<file path="src/rtl/pattern_round_pkg.sv">
`default_nettype none
// ============================================================================
// Module      : pattern_round_pkg
// Description : Shared state encodings, register map and LED result codes
//               for the key-pattern round controller.
// Revision    : 1.0 - initial release
// ============================================================================
package pattern_round_pkg;

    typedef logic [2:0] state_t;

    localparam state_t c_ST_IDLE  = 3'd0;
    localparam state_t c_ST_SHOW  = 3'd1;
    localparam state_t c_ST_INPUT = 3'd2;
    localparam state_t c_ST_CHECK = 3'd3;
    localparam state_t c_ST_DONE  = 3'd4;

    localparam logic [1:0] c_ADDR_CTRL    = 2'd0;
    localparam logic [1:0] c_ADDR_PATTERN = 2'd1;
    localparam logic [1:0] c_ADDR_STATUS  = 2'd2;
    localparam logic [1:0] c_ADDR_SCORE   = 2'd3;

    localparam int c_CTRL_START   = 0;
    localparam int c_CTRL_ABORT   = 1;
    localparam int c_CTRL_IRQ_CLR = 2;

    localparam logic [7:0] c_LED_PASS    = 8'hFF;
    localparam logic [7:0] c_LED_FAIL    = 8'hAA;
    localparam logic [7:0] c_LED_TIMEOUT = 8'h0F;

    function automatic logic [15:0] sat_inc(input logic [15:0] v);
        return (v == 16'hFFFF) ? v : v + 16'd1;
    endfunction

endpackage
`default_nettype wire

</file>
<file path="src/rtl/key_debounce.sv">
`default_nettype none
// ============================================================================
// Module      : key_debounce
// Description : 2-FF synchronizer plus stability counter for one active-low
//               push button; emits a 1-cycle pulse on a debounced press.
// Revision    : 1.0 - initial release
// ============================================================================
module key_debounce #(
    parameter int DEBOUNCE_CYCLES = 500000
) (
    input  logic clk,
    input  logic rst,
    input  logic i_key_n,
    output logic o_press
);

    localparam int              c_CW   = (DEBOUNCE_CYCLES < 2) ? 1 : $clog2(DEBOUNCE_CYCLES + 1);
    localparam logic [c_CW-1:0] c_LAST = c_CW'(DEBOUNCE_CYCLES - 1);

    logic [1:0]      r_sync;
    logic            r_level;
    logic [c_CW-1:0] r_cnt;
    logic            r_press;

    // Idle level is 1 (released), so leaving reset never looks like a press.
    always_ff @(posedge clk) begin
        if (rst) begin
            r_sync  <= 2'b11;
            r_level <= 1'b1;
            r_cnt   <= '0;
            r_press <= 1'b0;
        end else begin
            r_sync  <= {r_sync[0], i_key_n};
            r_press <= 1'b0;
            if (r_sync[1] == r_level) begin
                r_cnt <= '0;
            end else if (r_cnt == c_LAST) begin
                r_level <= r_sync[1];
                r_cnt   <= '0;
                r_press <= ~r_sync[1];
            end else begin
                r_cnt <= r_cnt + 1'b1;
            end
        end
    end

    assign o_press = r_press;

endmodule
`default_nettype wire

</file>
<file path="src/rtl/pattern_round_ctrl.sv">
`default_nettype none
// ============================================================================
// Module      : pattern_round_ctrl
// Description : Avalon-MM slave sequencing one round of the key-pattern game:
//               show pattern, collect key entries, score, raise irq.
// Revision    : 1.0 - initial release
// ============================================================================
module pattern_round_ctrl
    import pattern_round_pkg::*;
#(
    parameter int SHOW_CYCLES     = 50000000,
    parameter int TIMEOUT_CYCLES  = 250000000,
    parameter int DEBOUNCE_CYCLES = 500000
) (
    input  logic        clk,
    input  logic        reset,
    input  logic [1:0]  address,
    input  logic        read,
    output logic [31:0] readdata,
    input  logic        write,
    input  logic [31:0] writedata,
    input  logic [1:0]  key,
    input  logic [3:0]  switch,
    output logic [7:0]  pattern_keys,
    output logic [7:0]  user_keys,
    output logic [7:0]  led,
    output logic        irq
);

    localparam logic [31:0] c_SHOW_LAST    = 32'(SHOW_CYCLES - 1);
    localparam logic [31:0] c_TIMEOUT_LAST = 32'(TIMEOUT_CYCLES - 1);

    state_t      r_state;
    state_t      w_state_nxt;
    logic [7:0]  r_pattern;
    logic [3:0]  r_len;
    logic [7:0]  r_user;
    logic [3:0]  r_count;
    logic        r_pass;
    logic        r_fail;
    logic        r_timeout;
    logic        r_irq;
    logic [15:0] r_passed;
    logic [15:0] r_played;
    logic [31:0] r_timer;
    logic [31:0] r_readdata;

    logic [1:0]  w_press;

    genvar g;
    generate
        for (g = 0; g < 2; g++) begin : g_key
            key_debounce #(
                .DEBOUNCE_CYCLES (DEBOUNCE_CYCLES)
            ) u_key_debounce (
                .clk     (clk),
                .rst     (reset),
                .i_key_n (key[g]),
                .o_press (w_press[g])
            );
        end
    endgenerate

    logic w_ctrl_wr, w_start, w_abort, w_irq_clr, w_pat_wr, w_score_wr;
    logic w_round_start, w_entry, w_entry_bit, w_show_done, w_timeout_hit, w_match;
    logic [7:0] w_mask;
    logic w_unused;

    assign w_ctrl_wr     = write && (address == c_ADDR_CTRL);
    assign w_start       = w_ctrl_wr && writedata[c_CTRL_START];
    assign w_abort       = w_ctrl_wr && writedata[c_CTRL_ABORT];
    assign w_irq_clr     = w_ctrl_wr && writedata[c_CTRL_IRQ_CLR];
    assign w_pat_wr      = write && (address == c_ADDR_PATTERN) &&
                           ((r_state == c_ST_IDLE) || (r_state == c_ST_DONE));
    assign w_score_wr    = write && (address == c_ADDR_SCORE);
    assign w_round_start = w_start && !w_abort &&
                           ((r_state == c_ST_IDLE) || (r_state == c_ST_DONE));

    // key[0] has priority when both presses land in the same cycle.
    assign w_entry       = (r_state == c_ST_INPUT) && (w_press != 2'b00) && (r_count < r_len);
    assign w_entry_bit   = w_press[1] && !w_press[0];
    assign w_show_done   = (r_timer == c_SHOW_LAST);
    assign w_timeout_hit = (r_timer == c_TIMEOUT_LAST);
    assign w_mask        = 8'hFF >> (4'd8 - r_len);
    assign w_match       = ((r_user ^ r_pattern) & w_mask) == 8'h00;
    assign w_unused      = &{1'b0, switch[3:1], writedata[31:12]};

    always_ff @(posedge clk) begin
        if (reset) r_state <= c_ST_IDLE;
        else       r_state <= w_state_nxt;
    end

    always_comb begin
        w_state_nxt = r_state;
        if (w_abort) begin
            w_state_nxt = c_ST_IDLE;
        end else begin
            case (r_state)
                c_ST_IDLE:  if (w_start) w_state_nxt = c_ST_SHOW;
                c_ST_SHOW:  if (w_show_done) w_state_nxt = c_ST_INPUT;
                c_ST_INPUT: begin
                    if (r_count == r_len)                w_state_nxt = c_ST_CHECK;
                    else if (!w_entry && w_timeout_hit)  w_state_nxt = c_ST_DONE;
                end
                c_ST_CHECK: w_state_nxt = c_ST_DONE;
                c_ST_DONE:  if (w_start) w_state_nxt = c_ST_SHOW;
                default:    w_state_nxt = c_ST_IDLE;
            endcase
        end
    end

    always_comb begin
        pattern_keys = 8'h00;
        led          = 8'h00;
        case (r_state)
            c_ST_SHOW: begin
                pattern_keys = r_pattern;
                led          = r_pattern;
            end
            c_ST_INPUT: led = switch[0] ? r_user : 8'h00;
            c_ST_DONE: begin
                if (r_pass)         led = c_LED_PASS;
                else if (r_fail)    led = c_LED_FAIL;
                else if (r_timeout) led = c_LED_TIMEOUT;
            end
            default: ;
        endcase
    end

    always_ff @(posedge clk) begin
        if (reset) begin
            r_pattern <= '0;
            r_len     <= '0;
            r_user    <= '0;
            r_count   <= '0;
            r_pass    <= 1'b0;
            r_fail    <= 1'b0;
            r_timeout <= 1'b0;
            r_irq     <= 1'b0;
            r_passed  <= '0;
            r_played  <= '0;
            r_timer   <= '0;
        end else begin
            if (w_pat_wr) begin
                r_pattern <= writedata[7:0];
                r_len     <= ((writedata[11:8] == 4'd0) || (writedata[11:8] > 4'd8)) ?
                             4'd8 : writedata[11:8];
            end
            if (w_abort || w_round_start) begin
                r_user    <= '0;
                r_count   <= '0;
                r_pass    <= 1'b0;
                r_fail    <= 1'b0;
                r_timeout <= 1'b0;
                r_irq     <= 1'b0;
                r_timer   <= '0;
                if (w_round_start) r_played <= sat_inc(r_played);
            end else begin
                if (w_irq_clr) r_irq <= 1'b0;
                case (r_state)
                    c_ST_SHOW: r_timer <= w_show_done ? 32'd0 : r_timer + 32'd1;
                    c_ST_INPUT: begin
                        // Every accepted press restarts the inactivity timer.
                        if (w_entry) begin
                            r_user[r_count[2:0]] <= w_entry_bit;
                            r_count              <= r_count + 4'd1;
                            r_timer              <= '0;
                        end else if ((r_count != r_len) && w_timeout_hit) begin
                            r_timeout <= 1'b1;
                            r_irq     <= 1'b1;
                            r_timer   <= '0;
                        end else begin
                            r_timer <= r_timer + 32'd1;
                        end
                    end
                    c_ST_CHECK: begin
                        if (w_match) begin
                            r_pass   <= 1'b1;
                            r_passed <= sat_inc(r_passed);
                        end else begin
                            r_fail <= 1'b1;
                        end
                        r_irq <= 1'b1;
                    end
                    default: r_timer <= '0;
                endcase
            end
            if (w_score_wr) begin
                r_passed <= '0;
                r_played <= '0;
            end
        end
    end

    always_ff @(posedge clk) begin
        if (reset) begin
            r_readdata <= '0;
        end else if (read) begin
            case (address)
                c_ADDR_STATUS: r_readdata <= {20'd0, r_count, 2'b00, r_timeout, r_fail, r_pass, r_state};
                c_ADDR_SCORE:  r_readdata <= {r_played, r_passed};
                default:       r_readdata <= '0;
            endcase
        end else begin
            r_readdata <= '0;
        end
    end

    assign user_keys = r_user;
    assign irq       = r_irq;
    assign readdata  = r_readdata;

endmodule
`default_nettype wire
</file>
<file path="config.mk">
export PLATFORM = sky130hd
export DESIGN_NAME = pattern_round_ctrl
export DESIGN_NICKNAME = d
export VERILOG_FILES = /design/src/rtl/pattern_round_pkg.sv /design/src/rtl/key_debounce.sv /design/src/rtl/pattern_round_ctrl.sv
export SDC_FILE = /design/constraint.sdc
export NUM_CORES = 1
export LEC_CHECK = 0
export CELL_PAD_IN_SITES_DETAIL_PLACEMENT = 0
export CELL_PAD_IN_SITES_GLOBAL_PLACEMENT = 2
export CORE_UTILIZATION = 35
export DETAILED_ROUTE_END_ITERATION = 6
export DONT_BUFFER_PORTS = 1
export GPL_TIMING_DRIVEN = 0
export PLACE_DENSITY = 0.71
export SLEW_MARGIN = 0
export SYNTH_ARGS = -nofsm -noshare
export SYNTH_HDL_FRONTEND = slang
export SYNTH_HIERARCHICAL = 1
export SYNTH_SLANG_ARGS = --single-unit
</file>
<file path="constraint.sdc">
create_clock -name clk -period 3.5 [get_ports clk]
set_input_delay 0.7 -clock clk [delete_from_list [all_inputs] [get_ports clk]]
set_output_delay 0.7 -clock clk [all_outputs]
set_load 0.01 [all_outputs]
</file>
# == Word level (Yosys, flattened, before mapping) ==
# Index checks and enable logic that the tools add are counted.
# classes
add_sub_neg,7
n_lt_le_gt_ge,4
eq_ne,20
shift,1
mux,24
bitwise_logic,14
n_reduce_logical,44
# ops
op,n
two-way mux 32 bit,3
one-hot mux 32 bit (3 select lines),1
one-hot mux 32 bit (2 select lines),1
"adder 19 x 1 -> 19 bit, second input constant",2
"== test 19 bit, second input constant",2
"adder 16 x 1 -> 16 bit, second input constant",2
"adder 32 x 1 -> 32 bit, second input constant",1
"== test 16 bit, second input constant",2
"== test 32 x 26 -> 1 bit, second input constant",1
"== test 32 x 28 -> 1 bit, second input constant",1
two-way mux 8 bit,4
one-hot mux 8 bit (3 select lines),1
logical AND 1 bit,15
two-way mux 3 bit,4
inverter 1 bit,12
one-hot mux 3 bit (4 select lines),1
OR reduction 3 bit,4
AND reduction 2 bit,5
OR reduction 2 bit,5
AND reduction 3 bit,3
bitwise AND 8 bit,1
bitwise mux 8 bit,1
zero test 8 bit,1
two-way mux 4 bit,2
29 further kinds,39
# word_totals
ff_bits,173
wordCells,135

# == Logic depth before layout (Yosys ltp) ==
# logic_depth
depth_word,9
ltp_mapped,11

# == Hierarchy ==
# Netlist, hierarchy kept.
# by_module_without_submodules
module,instances,cells_per_inst,area_per_inst_um2,seq_area_each_um2
pattern_round_ctrl,1,734,6227.2,2542.4
key_debounce,2,111,1017.2,460.4

# == Worst setup path before layout ==
# No wires, ideal clock.
# synth_timing
path_type,register to register
start,register r_len[0]
end,register r_passed[10]
setup_ps,70
arrival_time_ps,2419
t_required_ps,3430
setup_slack_ps,1011
path_stages_with_launch,11
path_buffers,1
cell_sequence,dfxtp_1 inv_1 ha_1 ha_1 nand2_1 a22o_1 a2111oi_4 o21ai_2 buf_6 or4_1 a21oi_1
# synth_between
elab_chain_len,5
# synth_rtl
element,line,text
"start, declared",pattern_round_ctrl.sv:36,logic [3:0] r_len;
"start signal, assigned",pattern_round_ctrl.sv:146,r_len <= ((writedata[11:8] == 4'd0) || (writedata[11:8] > 4'd8)) ?
subtractor 4 bit,pattern_round_ctrl.sv:84,assign w_mask = 8'hFF >> (4'd8 - r_len);
>> shifter 8 x 4 -> 8 bit,pattern_round_ctrl.sv:84,
bitwise AND 8 bit,pattern_round_ctrl.sv:85,assign w_match = ((r_user ^ r_pattern) & w_mask) == 8'h00;
zero test 8 bit,pattern_round_ctrl.sv:85,
AND reduction 4 bit (no source line),-,
"end signal, assigned",pattern_round_ctrl.sv:179,r_passed <= sat_inc(r_passed);
"end, declared",pattern_round_ctrl.sv:43,logic [15:0] r_passed;
# Every way passes these cells.
# A chain may end at the register's enable or synchronous reset.

# == Worst setup path in the final report ==
# layout_timing
start,register r_state[0]
end,output led[0]
# layout_between
elab_chain_len,2
# layout_rtl
element,line,text
"start, declared",pattern_round_ctrl.sv:33,state_t r_state;
"start signal, assigned",pattern_round_ctrl.sv:89,if (reset) r_state <= c_ST_IDLE;
"start signal, assigned",pattern_round_ctrl.sv:90,else r_state <= w_state_nxt;
"== test 3 bit, or another cell as far along",pattern_round_ctrl.sv:115,case (r_state)
one-hot mux 8 bit (3 select lines) (*),pattern_round_ctrl.sv:115,
"end, declared",pattern_round_ctrl.sv:26,"output logic [7:0] led,"
# Every way passes the cells marked *; elsewhere a longest branch is shown, timed or not.

==> reports/metrics.csv <==
metric,value,unit
cp.arrival,2.53,ns
die_area,24200,sq um
mostFrequentLayoutCell,dfxtp_1,
io-pin-count,101,
path_delay_family,simple AND/OR/NAND/NOR gates,
yosysTopAreaCell,dfxtp_1,
total_leakage_power,0.00303,uW
start_kind,register,
yosys_most_used_dff,dfxtp_1,
power,4040,uW
clock-sinks,173,
cts_inserted_buffers,17,
worst_pin_slew,0.793,ns
io_buffer_count,0,
antenna_left,0,
skew,0.0121,ns
post_cts_resized,0,
min_from,key[0],
cts_setup_buffers,0,
peakVddDrop,0.212,mV
reg2reg_from,r_count[0],
synth_edf_count,0,
final_cells,1301,
status,"finished, final reports clean",
dp_cells,1269,
ys_seq_elements,173,
layout_common_cells,"dfxtp_1 (173), nor2_1 (120), nand2_1 (66)",
die_h,156,microns
fin_nets,1033,
cts_tree,yes,
synth_nets,1014,
cap_violations,0,
syn_to_final_growth,11.9,%
cp_slowest_stage_delay,0.46,ns
dp_hpwl,17100,microns
rr_endpoint,r_timer[21],
gp_congestion,0.816,
pwr-share-seq,0.490,
maxSlewViolCount,0,
antenna_found_initial,0,
path_max_fanout,10,
netSwitchingPower,998,uW
clock_latency,0.44,ns
worst_path_max_delay_cell,clkbuf_1,
p_per_area,437,nW/um^2
netlist_instances,956,
pwr-share-clk,0.478,
clkTransAtPathRegs,0.07,ns
final_util,0.404,
initial_core_util,0.361,
worstPathCellList,clkbuf_1 -> nor3b_1 -> clkbuf_1 -> and2_1 -> a211o_1,
diodes,0,
swShare,0.247,
finalSetupViolations,0,
worstSetupEndpointType,output port,
overflow,0,
synth_warnings,6,
clock_tree.root_cell,clkbuf_16,
synth_area_leaders,"dfxtp_1 (42%), nor2_1 (5.5%), mux2i_1 (3.9%)",
hp-class,input port to register,
cts_hold_buf,0,
wl,23300,microns
grt_pass1_wl,37500,microns
ys_seq_area_frac,0.419,
drtPass1Iterations,5,
hold_depth,1,
min_period,3.23,ns
crit_top_cell,clkbuf_1,
slew_headroom,0.466,
critPathBufInv,2,
hold_ws,0.370,ns
critPathRequiredTime,2.80,ns
p_int,3050,uW
n_fill_cell,2348,
cts_max_level,4,
fmax,310,MHz
netlist.area_leader.share,0.419,
vias_per_cell,5.31,
hold_path_end,g_key[0].u_key_debounce/r_sync[0],
ys_types,67,
drc,0,
synth_area_per_cell,8.64,sq um
cts_buffer_depth,2,
rsz0062_at_grt,no,
grt_max_degree,18,
rows,55,
reg2reg_depth,9,
wl_per_cell,17.9,microns
core_region_area,22900,sq um
async_flop_share,0,
num_vias,6909,
period_share,0.923,
finalHoldViolCount,0,
reg2reg_setup_slack,0.42,ns
timing_worst_setup_path_type,register to output port,
drt-initial-drc-count,318,
comb_power_share,0.032,
die_x,156,microns
grt.total_usage,0.201,
grt_pass1_vias,6584,
synthesis.area,8260,sq um
drive_above_1_share,0.0719,
fin_tns_setup,0,ns
==> cell families (layout without fill, tap and decap cells) <==
kind of cell | count (synthesis) | count (layout) | share of synthesized area
mux | 32 | 32 | 0.0388
fa+ha+maj | 14 | 14 | 0.0212
buf+inv | 68 | 100 | 0.0360
simple gates | 476 | 476 | 0.311
xor+xnor | 57 | 57 | 0.0604
compound gates | 136 | 136 | 0.113
flops | 173 | 173 | 0.419
==> worst register-to-register path, delay by kind of cell, from the launching register on <==
kind	cells	cell delay, ns
fa+ha+maj	1	0.32
flops	1	0.53
simple gates	4	1.23
buf+inv	2	0.50
compound gates	2	0.38
==> registers in the layout, summed over array words and instances (netlist names), 2 cells and up <==
register                      cells
r_timer                          32
readdata                         32
r_count                           4
g_key.u_key_debounce/o_press      2
user_keys                         8
g_key.u_key_debounce/r_level      2
r_pattern                         8
r_len                             4
r_passed                         16
r_state                           3
g_key.u_key_debounce/r_sync       4
r_played                         16
g_key.u_key_debounce/r_cnt       38
==> worst max path at each step <==
stage                     startpoint           end  slack (ns)  cells past startpoint
final                     r_state[0]        led[0]        0.27                      5
after global routing      r_state[0]        led[0]        0.08                      5
after CTS                 r_state[0]        led[0]        0.22                      5
after detailed placement  address[0]    r_count[3]        0.36                      7
after global placement    address[0]    r_timer[2]        0.33                      7
after floorplan             r_len[0]  r_passed[10]        1.01                     10
==> through the flow <==
step	cell area [sq um]	setup slack, ns
6_report	9250	0.269
3_5_place_dp	8650	0.364
5_1_grt	9250	0.0764
4_1_cts	9250	0.219
3_3_place_gp	8650	0.333
2_1_floorplan	8260	1.01
==> power groups by stage <==
stage          logic, uW  registers [uW]  clock network (uW)
2_1_floorplan       93.1            2030                   0
3_3_place_gp         133            2030                   0
3_5_place_dp         133            2030                   0
4_1_cts              133            1980                1990
5_1_grt              144            1980                2080
6_report             131            1980                1930
==> synthesized netlist by cell type (8+ instances only) <==
| master | n |
|---|---|
| clkbuf_1 | 27 |
| a21oi_1 | 32 |
| o21ai_1 | 8 |
| inv_1 | 23 |
| o31ai_1 | 8 |
| and2_1 | 38 |
| nor4_1 | 20 |
| nand3_1 | 57 |
| mux2i_1 | 32 |
| o21ai_0 | 17 |
| and3_1 | 15 |
| a211o_1 | 8 |
| a31oi_1 | 29 |
| xnor2_1 | 36 |
| nor3_1 | 22 |
| nand4_1 | 38 |
| dfxtp_1 | 173 |
| or3_1 | 26 |
| nand2_1 | 66 |
| nor3b_1 | 8 |
| xor2_1 | 21 |
| nor2_1 | 120 |
| ha_1 | 14 |
| or4_1 | 17 |
==> metal layers <==
metal / up-vias / global-route usage / wire, microns
li1: 3492 / - / -
met1: 3255 / 0.287 / 11700
met2: 144 / 0.314 / 10500
met3: 18 / 0.0372 / 901
met4: 0 / 0.0462 / 203
met5: - / 0 / 0
==> area by class of cell <==
| class | instances | area, sq um | area share |
|---|---|---|---|
| clock inverter | 14 | 156 | 0.0169 |
| multi-input combinational | 715 | 4500 | 0.487 |
| sequential | 173 | 3460 | 0.374 |
| buffer | 45 | 211 | 0.0229 |
| tap | 313 | 392 | 0.0423 |
| inverter | 23 | 86.3 | 0.00933 |
| clock buffer | 18 | 439 | 0.0475 |
Note: power is estimated with default switching activity, not from simulation.
